`config.mk`:
```
export PLATFORM = sky130hd
export DESIGN_NAME = bit_serial_adder
export DESIGN_NICKNAME = d
export VERILOG_FILES = /design/src/rtl/bit_serial_pkg.sv /design/src/rtl/bit_serial_adder_fa_cell.sv /design/src/rtl/bit_serial_adder.sv
export SDC_FILE = /design/constraint.sdc
export NUM_CORES = 1
export LEC_CHECK = 0
export ABC_AREA = 1
export CORE_MARGIN = 4
export CORE_UTILIZATION = 30
export CTS_CLUSTER_SIZE = 12
export DETAILED_ROUTE_END_ITERATION = 6
export MAX_ROUTING_LAYER = met4
export SLEW_MARGIN = 20
export SYNTH_ARGS = -nofsm -noshare
export SYNTH_HDL_FRONTEND = slang
export SYNTH_SLANG_ARGS = --single-unit
export TNS_END_PERCENT = 5
```
`constraint.sdc`:
```
create_clock -name clk -period 1.1 [get_ports clk]
set_input_delay 0.165 -clock clk [delete_from_list [all_inputs] [get_ports clk]]
set_output_delay 0.165 -clock clk [all_outputs]
set_load 0.01 [all_outputs]
```
`src/rtl/bit_serial_pkg.sv`:
```
// Shared definitions for the bit-serial adder: FSM state encoding, default width
// and the counter-width helper.
package bit_serial_pkg;

  localparam int unsigned DEFAULT_WIDTH = 8;

  typedef enum logic [1:0] {
    IDLE  = 2'd0,
    SHIFT = 2'd1,
    DONE  = 2'd2
  } state_t;

  // Counter must hold the value WIDTH, so it never wraps inside one operation.
  function automatic int unsigned cnt_width(input int unsigned w);
    return $clog2(w + 1);
  endfunction

endpackage

```
`src/rtl/bit_serial_adder_fa_cell.sv`:
```
// One-bit full adder (module fa_cell) built from nine 2-input NAND gates.
module fa_cell (
  input  logic a,
  input  logic b,
  input  logic ci,
  output logic s,
  output logic co
);

  logic n1, n2, n3, x, n5, n6, n7;

  // First half adder: x = a ^ b, n1 = ~(a & b)
  assign n1 = ~(a & b);
  assign n2 = ~(a & n1);
  assign n3 = ~(b & n1);
  assign x  = ~(n2 & n3);

  // Second half adder on (x, ci); carry merges both half-adder carries
  assign n5 = ~(x & ci);
  assign n6 = ~(x & n5);
  assign n7 = ~(ci & n5);
  assign s  = ~(n6 & n7);
  assign co = ~(n5 & n1);

endmodule

```
`src/rtl/bit_serial_adder.sv`:
```
// Bit-serial adder: one result bit per clock through a single fa_cell.
// Optional subtract mode is enabled by defining SERIAL_SUB_EN.
module bit_serial_adder
  import bit_serial_pkg::*;
#(
  parameter int unsigned WIDTH = DEFAULT_WIDTH
) (
  input  logic             clk,
  input  logic             rst_n,
  input  logic             in_valid,
  output logic             in_ready,
  input  logic [WIDTH-1:0] a,
  input  logic [WIDTH-1:0] b,
  input  logic             cin,
  input  logic             sub,
  output logic             out_valid,
  input  logic             out_ready,
  output logic [WIDTH-1:0] sum,
  output logic             cout
);

  localparam int unsigned CW = cnt_width(WIDTH);
  localparam logic [CW-1:0] LAST = CW'(WIDTH - 1);

  state_t          state, state_nxt;
  logic [WIDTH-1:0] a_sr, b_sr, res_sr;
  logic [WIDTH-1:0] b_load;
  logic             carry, c_load;
  logic [CW-1:0]    cnt;
  logic             load, fa_s, fa_co;

  always_ff @(posedge clk or negedge rst_n) begin
    if (!rst_n) state <= IDLE;
    else        state <= state_nxt;
  end

  always_comb begin
    state_nxt = state;
    unique case (state)
      IDLE:    if (in_valid)      state_nxt = SHIFT;
      SHIFT:   if (cnt == LAST)   state_nxt = DONE;
      DONE:    if (out_ready)     state_nxt = IDLE;
      default:                    state_nxt = IDLE;
    endcase
  end

  always_comb begin
    in_ready  = (state == IDLE);
    out_valid = (state == DONE);
    load      = (state == IDLE) && in_valid;
  end

`ifdef SERIAL_SUB_EN
  // a - b computed as a + ~b + 1; cin has no meaning in this mode
  always_comb begin
    b_load = sub ? ~b : b;
    c_load = sub ? 1'b1 : cin;
  end
`else
  logic unused_sub;
  assign unused_sub = sub;

  always_comb begin
    b_load = b;
    c_load = cin;
  end
`endif

  fa_cell u_fa (
    .a  (a_sr[0]),
    .b  (b_sr[0]),
    .ci (carry),
    .s  (fa_s),
    .co (fa_co)
  );

  // Result fills from the MSB end so after WIDTH shifts bit 0 sits at the LSB.
  always_ff @(posedge clk or negedge rst_n) begin
    if (!rst_n) begin
      a_sr   <= '0;
      b_sr   <= '0;
      res_sr <= '0;
      carry  <= 1'b0;
      cnt    <= '0;
    end else if (load) begin
      a_sr  <= a;
      b_sr  <= b_load;
      carry <= c_load;
      cnt   <= '0;
    end else if (state == SHIFT) begin
      a_sr   <= a_sr >> 1;
      b_sr   <= b_sr >> 1;
      res_sr <= {fa_s, res_sr[WIDTH-1:1]};
      carry  <= fa_co;
      cnt    <= cnt + CW'(1);
    end
  end

  assign sum  = res_sr;
  assign cout = carry;

endmodule
```
==> flow_summary.toml <==
[run_status]
outcome = "complete, but fails checks"
violations = "setup timing"

[layout]
final_core_util_pct = 48.1
syn_to_final_growth_pct = 55.1
postLayoutCellArea_um2 = 2090
final_cells = 265
nets = 236
antenna_cells = 0
drive_above_1_share_pct = 30.0

[detailed_routing]
ant_nets = 0
dr.first_iter.drc_count = 34
wirelength_um = 2930
drc = 0
vias_per_cell = 4.40
wl_per_cell_um = 11.0
vias = 1165
first_pass_iters = 3

[clock_network]
cts_buffers = 5
htreeDepth = 2
clockRootBuffer = "clkbuf_8"
clk_pin_slew_ns = 0.07
cts_buffer_depth = 2
tritoncts = "yes"
clock_latency_ns = 0.29
cts.sinks = 31
holdBufCountCts = 0

[floorplan]
die_w_um = 75.1
start_util_pct = 31.0
die_h_um = 75.1
dieArea_um2 = 5640
ios = 33
coreArea_um2 = 4350
rows = 24

[logic_synthesis]
avgSynthCellArea_um2 = 8.39
yosysWarnings = 0
synth_top_area_share_pct = 57.5
syn_inst = 161
syn-num-nets = 185
synth_top_area_cell = "dfrtp_1"
yosys_register_bits = 31
synth-seq-area-share_pct = 57.5
synthTopCellsByArea = "dfrtp_1 (57%), nand2_1 (21%), nand3_1 (6.3%)"
synth_area_um2 = 1350
synth_cell_types = 17

[placed_design]
post-place-ws_ns = -0.191
postPlaceCellArea_um2 = 1850
dp_hpwl_um = 1970
io_buffers = 31
placed_cells = 254
gp_congestion = 0.707

[worst_setup_path]
cpMaxStageDelayCell = "dfrtp_2"
cp-endpoint = "a_sr[6]"
worst-path-buf-inv = 4
slowest_delay_ns = 0.44
start_kind = "register"
crit_type = "reg2reg"
startpoint = "state[0]"
rrSetupSlack_ns = -0.06
r2r-end = "a_sr[6]"
cp_max_fo = 8
ff2ff_path_depth = 7
path_delay_family = "flip-flops"
reg2reg_from = "state[0]"
critPathArrivalTime_ns = 1.32
crit_chain = "buf_6 > inv_4 > nor2_4 > buf_12 > buf_8 > nand2_1 > nand3_1"
worst_setup_path_end_kind = "register"
worst-path-stages = 7
crit_required_ns = 1.26

[power_and_ir_drop]
cellPowerDensity_nw_per_um2 = 2540
p_total_mw = 5.32
p_leak_nw = 1.05
peakVddDrop_mv = 0.676

[run]
maxCapViolCount = 0

[sta]
period_share_pct = 106
slew_headroom_pct = 87.0
rsz0062_at_grt = "yes"
layout_setup_ws_ns = -0.0632
worst_slew_pin_slew_ns = 0.194
fin_tns_setup_ns = -1.10
finClkSkew_ns = 0.00676
fmax_mhz = 860
setup_violations = 32
final_hold_viol_count = 0
timing.hold.ws_ns = 0.236
final_max_slew_viol_count = 0
min_period_ns = 1.16

[grt]
grt_pass1_vias = 1129
grt_max_degree = 32
antenna_found_initial = 0
grt-ovfl-total = 0
grt_first_pass_wirelength_um = 4940
grt_usage_pct = 12.1

[hold_path]
hp-class = "in2async"
## worst register-to-register path, cell delays in order (launching register included)
cell,delay [ns]
dfrtp_2,0.44
buf_6,0.13
inv_4,0.05
nor2_4,0.03
buf_12,0.14
buf_8,0.13
nand2_1,0.06
nand3_1,0.07
## synth_stat cells
master,count
dfrtp_1,31
o21ai_0,3
nand2_2,1
buf_2,4
nor2_1,6
buf_4,2
nand4_1,1
nor2_2,1
inv_1,6
fa_1,1
nor2_4,1
ha_1,1
inv_2,4
o21ai_1,6
nand2_1,75
nand3_1,17
a21oi_1,1
## cells by family (layout without fill, tap and decap cells)
| group | Yosys count | count (layout) | synth area share, % |
|---|---|---|---|
| compound gates | 10 | 10 | 3.71 |
| flops | 31 | 31 | 57.5 |
| fa+ha+maj | 2 | 2 | 2.41 |
| buf+inv | 16 | 68 | 5.37 |
| simple gates | 102 | 102 | 31.0 |
## final cells by class
class                           instances  area (um2)
Inverter                               10        50.0
Timing Repair Buffer                   50         528
Tap cell                               52        65.1
Fill cell                             418        2260
Sequential cell                        31         777
Multi-Input combinational cell        114         593
Clock buffer                            7        76.3
Clock inverter                          1        5.00
## placed cells by master (no fill, tap or decap), types with 3 or more instances in the layout
cell type	n
buf_6	8
clkdlybuf4s15_1	3
clkbuf_2	5
clkbuf_8	5
nand3_1	11
nand2_2	11
buf_4	5
o21ai_1	6
buf_12	4
nand3_2	6
inv_1	6
o21ai_2	3
dfrtp_1	30
nand2_1	63
clkdlybuf4s50_1	20
nor2_1	4
## worst min path at each step
stage | end | cells after the start | start
after floorplan | a_sr[0] | 0 | rst_n
after global placement | sum[0] | 2 | sum[0]
after detailed placement | a_sr[7] | 2 | a_sr[7]
after CTS | sum[0] | 2 | rst_n
after global routing | sum[0] | 2 | rst_n
final | sum[0] | 2 | rst_n
## registers in the layout, summed over array words and instances, names as in the netlist
signal  cells
b_sr        8
a_sr        8
cout        1
sum         8
state       2
cnt         4
## report_power, final
group,total (mW),internal (mW),switching (mW),leakage [nW]
combinational,2.54,1.30,1.23,0.611
sequential,1.93,1.62,0.310,0.397
clock,0.857,0.443,0.414,0.0422
total,5.32,3.36,1.96,1.05
## layer usage
layer	track usage [%]	vias to the layer above	wire, um
li1	-	607	-
met3	4.81	6	189
met4	4.15	0	49
met5	-	-	0
met1	14.0	527	1300
met2	19.2	25	1390
## timing repair
action                     in CTS  in global routing
resized for setup              52                 28
cloned                          1                  1
pin swaps                      13                  6
buffers inserted                2                  1
setup endpoints to repair      42                 38
(Power assumes the default switching activity.)
